`src/rtl/alu_arbiter.sv`:
```
// Round-robin arbiter that time-shares one combinational Alu between two
// requesters, with one operation in flight and a registered result handed back.
module alu_arbiter #(
  parameter int WIDTH = 32,
  parameter int CTRW  = 4
) (
  input  logic             clk,
  input  logic             reset,
  input  logic             req_valid_a,
  input  logic             req_valid_b,
  output logic             req_ready_a,
  output logic             req_ready_b,
  input  logic [WIDTH-1:0] req_input1_a,
  input  logic [WIDTH-1:0] req_input1_b,
  input  logic [WIDTH-1:0] req_input2_a,
  input  logic [WIDTH-1:0] req_input2_b,
  input  logic [CTRW-1:0]  req_aluCtr_a,
  input  logic [CTRW-1:0]  req_aluCtr_b,
  output logic             rsp_valid_a,
  output logic             rsp_valid_b,
  input  logic             rsp_ready_a,
  input  logic             rsp_ready_b,
  output logic [WIDTH-1:0] rsp_res,
  output logic             rsp_zero,
  output logic [WIDTH-1:0] alu_input1,
  output logic [WIDTH-1:0] alu_input2,
  output logic [CTRW-1:0]  alu_aluCtr,
  input  logic [WIDTH-1:0] alu_aluRes,
  input  logic             alu_zero,
  output logic             busy
);

  localparam logic [1:0] IDLE = 2'd0;
  localparam logic [1:0] EXEC = 2'd1;
  localparam logic [1:0] RESP = 2'd2;

  localparam logic SEL_A = 1'b0;
  localparam logic SEL_B = 1'b1;

  logic [1:0]       state;
  logic             last;
  logic             owner;
  logic [WIDTH-1:0] issueIn1;
  logic [WIDTH-1:0] issueIn2;
  logic [CTRW-1:0]  issueCtr;
  logic             grantA;
  logic             grantB;
  logic             rspDone;

  // On a contest the requester that was not served last wins.
  always_comb begin
    grantA = 1'b0;
    grantB = 1'b0;
    if (req_valid_a && req_valid_b) begin
      grantA = (last == SEL_B);
      grantB = (last == SEL_A);
    end else begin
      grantA = req_valid_a;
      grantB = req_valid_b;
    end
  end

  assign req_ready_a = (state == IDLE) && grantA;
  assign req_ready_b = (state == IDLE) && grantB;
  assign rsp_valid_a = (state == RESP) && (owner == SEL_A);
  assign rsp_valid_b = (state == RESP) && (owner == SEL_B);
  assign rspDone     = (state == RESP) && ((owner == SEL_A) ? rsp_ready_a : rsp_ready_b);
  assign busy        = (state != IDLE);

  assign alu_input1 = issueIn1;
  assign alu_input2 = issueIn2;
  assign alu_aluCtr = issueCtr;

  always_ff @(posedge clk or negedge reset) begin
    if (!reset) begin
      state    <= IDLE;
      last     <= SEL_B;
      owner    <= SEL_A;
      issueIn1 <= '0;
      issueIn2 <= '0;
      issueCtr <= '0;
      rsp_res  <= '0;
      rsp_zero <= 1'b0;
    end else begin
      case (state)
        IDLE: begin
          if (req_ready_a) begin
            issueIn1 <= req_input1_a;
            issueIn2 <= req_input2_a;
            issueCtr <= req_aluCtr_a;
            owner    <= SEL_A;
            state    <= EXEC;
          end else if (req_ready_b) begin
            issueIn1 <= req_input1_b;
            issueIn2 <= req_input2_b;
            issueCtr <= req_aluCtr_b;
            owner    <= SEL_B;
            state    <= EXEC;
          end
        end
        EXEC: begin
          rsp_res  <= alu_aluRes;
          rsp_zero <= alu_zero;
          state    <= RESP;
        end
        RESP: begin
          if (rspDone) begin
            last  <= owner;
            state <= IDLE;
          end
        end
        default: state <= IDLE;
      endcase
    end
  end

endmodule

```
`config.mk`:
```
export PLATFORM = sky130hd
export DESIGN_NAME = alu_arbiter
export DESIGN_NICKNAME = d
export VERILOG_FILES = /design/src/rtl/alu_arbiter.sv
export SDC_FILE = /design/constraint.sdc
export NUM_CORES = 1
export LEC_CHECK = 0
export CORE_MARGIN = 4
export CORE_UTILIZATION = 30
export DETAILED_ROUTE_END_ITERATION = 10
export MAX_ROUTING_LAYER = met4
export PLACE_DENSITY = 0.77
export SLEW_MARGIN = 30
export SYNTH_ARGS = -nofsm -noshare
export SYNTH_HDL_FRONTEND = slang
export SYNTH_SLANG_ARGS = --single-unit
```
`constraint.sdc`:
```
create_clock -name clk -period 2.6 [get_ports clk]
set_clock_uncertainty 0.1 [all_clocks]
set_input_delay 0.52 -clock clk [delete_from_list [all_inputs] [get_ports clk]]
set_output_delay 0.52 -clock clk [all_outputs]
set_load 0.02 [all_outputs]
```
Word-level counts from Yosys, hierarchy flattened --
Cells that the tools add are included.
Cells by class: equality and inequality tests 4, muxes and demuxes 15, bitwise gates (word level) 2, reductions and logical operators 12
Operators with widths (count):
- $mux W32 | 4
- $mux W4 | 2
- $logic_and A1 B1 Y1 | 6
- $mux W2 | 3
- $pmux W2 S3 | 1
- $reduce_and A2 Y1 | 3
- $mux W1 | 5
- $reduce_bool A2 Y1 | 2
- $ne A3 B3 Y1 const B | 1
- $eq A2 B1 Y1 const B | 1
- $eq A2 B2 Y1 const B | 1
- $logic_not A2 Y1 | 1
- $ne A2 B2 Y1 const B | 1
- $not A1 Y1 | 2
Word-level totals: bits in registers 105, input port bits 175, output and inout port bits 106, logic and storage cells 41

Longest topological paths before layout --
word-level depth 6, gate-level depth with buffers 7, gate-level depth less buffers 4

Worst setup path after synthesis --
No wires, ideal clock.
path type input to output, from in req_valid_a, to out req_ready_a, arrival 1342 ps, data required time 1980 ps, slack 638 ps, stages on the path 5, buffers on the path 3, path through nor3b_2 -> and2_1 -> buf_6 -> buf_6 -> buf_6
Between the ends: word-level cells in the longest chain between the ends 3
Ends and longest elaborated chain:
- start: declaration | line 9 | input logic req_valid_a,
- $logic_and A1 B1 Y1 | line 54 | if (req_valid_a && req_valid_b) begin
- $mux W1 * | line 54
- $logic_and A1 B1 Y1 * | line 63 | assign req_ready_a = (state == IDLE) && grantA;
- end: declaration | line 11 | output logic req_ready_a,
Mark *: on every way between the ends. The rest lies on a longest branch, timed or not.

Worst setup path in the final report --
from reg state[0], to out busy
Between the ends: word-level cells in the longest chain between the ends 1
Ends and longest elaborated chain:
- start: declaration | line 40 | logic [1:0] state;
- start signal: assignment | line 76 | state <= IDLE;
- start signal: assignment | line 92 | state <= EXEC;
- start signal: assignment | line 98 | state <= EXEC;
- $reduce_bool A2 Y1 | line 68 | assign busy = (state != IDLE);
- end: declaration | line 30 | output logic busy
No other way between the ends.

==> out/metrics.csv <==
stage,metric,value,unit
placed_design,dpl-instance-area,7985,µm²
floorplan,fp-row-count,46,
layout,design_area,8269,µm²
detailed_routing,drc,0,
placed_design,dpl.hpwl,12.24,mm
floorplan,start_util,31.05,%
timing,hold_viol,0,
detailed_routing,vias,4729,
setup_path,reg2reg_to,alu_input1[0]$_DFFE_PN0P_,
detailed_routing,routed_wl,17.33,mm
clock_tree,tritoncts.num_buffers,9,
setup_path,path_cells,nor2_2 > buf_4 > inv_2 > clkdlybuf4s50_1,
synthesis,syn_inst,480,
setup_path,cp-start-kind,register,
setup_path,critPathSlowestCell,clkdlybuf4s50_1,
synthesis,synth_enable_flop_cells,0,
synthesis,synth.cell_area,4986,µm²
global_route,met1_usage,22.21,%
layout,num_antenna_cells,0,
synthesis,ys_top_cells_by_count,"104 x dfrtp_1, 70 x inv_1, 69 x o21ai_0",
job,drv_cap,0,
timing,fin_tns_setup,0,ns
power,ir_drop,535.6,µV
power,p_per_area,1175,nW/µm²
clock_tree,cts_tree,done,
clock_tree,cts_root_buf,clkbuf_16,
setup_path,critPathTopFamily,buffers and inverters,
timing,period_needed,2.437,ns
synthesis,avgSynthCellArea,10.39,µm²
layout,fillers,1446,
power,power,0.009713,W
synthesis,yosys_warnings,0,
synthesis,synth_area_leaders,"dfrtp_1 52%, o311ai_0 9.3%, mux2_2 7.7%",
layout,drive_above_1_share,11.28,%
floorplan,die_w,136.9,µm
synthesis,synth_fp_nets,655,
synthesis,ys_seq_area_share,52.72,%
global_route,use_met3,5.478,%
clock_tree,clk_pin_slew,0.08,ns
detailed_routing,drt-initial-drc-count,218,
power,p_leak,3.384,nW
layout,layout.nets,915,
global_route,busiest_layer,met2,
setup_path,cpPeakStageDelay,0.68,ns
clock_tree,clock-sinks,105,
timing,grt_setup_unrepaired,false,
global_route,grt.met2_usage,30.46,%
setup_path,crit_arrival,1.82,ns
global_route,grt_antenna_before_repair,1,
setup_path,path_buf_inv,3,
setup_path,worstSetupEndpointType,output pin,
clock_tree,insertion_delay,0.34,ns
layout,layout.cells.non_filler,961,
synthesis,yosysMostFrequentCell,dfrtp_1,
timing,clock.fmax,410.4,MHz
floorplan,die_h,136.9,µm
placed_design,gp_congestion,0.7349,
floorplan,core,16060,µm²
hold_path,hold_class,input port to asynchronous set/reset pin,
setup_path,rr_startpoint,state[0]$_DFFE_PN0P_,
floorplan,die_area,18750,µm²
timing,worst_pin_slew,0.8047,ns
global_route,grt_max_degree,70,
setup_path,worstPathMaxFanout,5,
global_route,grt_usage,18.43,%
synthesis,synth_ff_type,dfrtp_1,
detailed_routing,wire_per_inst,18.03,µm
global_route,gr-total-overflow,0,
setup_path,crit_type,register to output pin,
synthesis,synth_top_area_share,52.20,%
global_route,grt_pass1_wl,26.11,mm
setup_path,rrSetupSlack,0.69,ns
layout,area_growth,65.85,%
floorplan,io_pins,281,
clock_tree,clockBufferDepth,2,
synthesis,yosysTopAreaCell,dfrtp_1,
run_status,status,"complete, no violations",
setup_path,critPathRequiredTime,1.98,ns
placed_design,place_inst,945,
timing,post-route-period-util,93.72,%
timing,max_slew_margin,46.36,%
timing,setup_viol,0,
detailed_routing,ant_nets,0,
clock_tree,htree_levels,3,
clock_tree,post-cts-setup-buffer-count,0,
timing,slew_violations,0,
synthesis,synthArstFlopShare,100.0,%
global_route,first_global_vias,4879,
synthesis,ys_ff_latch,105,
detailed_routing,viasPerCell,4.921,
setup_path,rr_worst_depth,4,
detailed_routing,dr.pass1.iters,5,
placed_design,portBuffers,280,
synthesis,synth_cell_type_count,24,
==> power by group <==
group / switching, W / leakage, nW / internal, W
Clock: 0.000671 / 0.141 / 0.000676
Sequential: 0.000440 / 1.24 / 0.00250
Combinational: 0.00287 / 2.00 / 0.00256
==> metrics by stage <==
step	worst slack [ns]	hold slack (ns)	utilization, %
after global placement	-0.09104	0.3855	49.73
final	0.1634	0.04110	51.50
after CTS	0.1478	0.06611	51.50
after floorplan	0.6377	0.1244	-
after global routing	0.03347	0.06572	51.50
after detailed placement	-0.08878	0.3911	49.73
==> sequential cells by signal, summed over array words and instances (netlist names) <==
signal and cells:
state 2, rsp_res 32, alu_aluCtr 4, rsp_zero 1
owner 1, alu_input2 32, last 1, alu_input1 32
==> worst max-delay path by stage <==
stage | to | start | depth (start not counted)
after floorplan | req_ready_a | req_valid_a | 5
after global placement | req_ready_a | req_valid_a | 4
after detailed placement | req_ready_a | req_valid_a | 4
after CTS | busy | state[0]$_DFFE_PN0P_ | 4
after global routing | rsp_valid_b | state[1]$_DFFE_PN0P_ | 3
final | busy | state[0]$_DFFE_PN0P_ | 4
==> layer usage <==
layer  up-vias  part of all wire [%]
met1      2240                    41
met3        19                   9.6
li1       2253                     -
met5         -                     0
met4         0                   1.5
met2       217                    48
==> layout by cell type, fill, tap and decap left out, types with 3 or more instances in the layout <==
| cell | synthesis | final |
|---|---|---|
| buf_4 | 0 | 16 |
| clkbuf_16 | 0 | 9 |
| clkdlybuf4s50_1 | 0 | 277 |
| dfrtp_1 | 104 | 104 |
| inv_1 | 70 | 69 |
| mux2_2 | 34 | 34 |
| nand2_1 | 3 | 3 |
| nand3_1 | 68 | 68 |
| o21ai_0 | 69 | 69 |
| o311ai_0 | 53 | 53 |
| o311ai_1 | 6 | 6 |
| o311ai_2 | 9 | 9 |
==> cell families after synthesis <==
group	share of synthesized area (%)
flip-flops	52.72
multiplexers	7.679
AO/OA/AOI/OAI	20.88
AND/OR/NAND/NOR	8.457
buffers and inverters	10.26
==> worst register-to-register path: cells and delay by family (launching register included) <==
family | cells | cell delay, ns
buf+inv | 1 | 0.61
flops | 1 | 0.46
compound gates | 1 | 0.16
simple gates | 2 | 0.45
==> final cells by class <==
type | instances | area (µm²) | share of cell area, %
inverters | 70 | 262.8 | 3.177
multi-input cells | 257 | 1871 | 22.62
clock buffers | 10 | 229.0 | 2.769
repair buffers | 297 | 2950 | 35.68
well taps | 216 | 270.3 | 3.268
flip-flops and latches | 105 | 2629 | 31.79
clock inverters | 6 | 57.56 | 0.6960
==> repair_timing <==
action,in CTS,in global routing
resized for setup,2,0
endpoints found under the setup margin,2,0
hold buffers,0,0
Power figures use the tool's default switching activity.
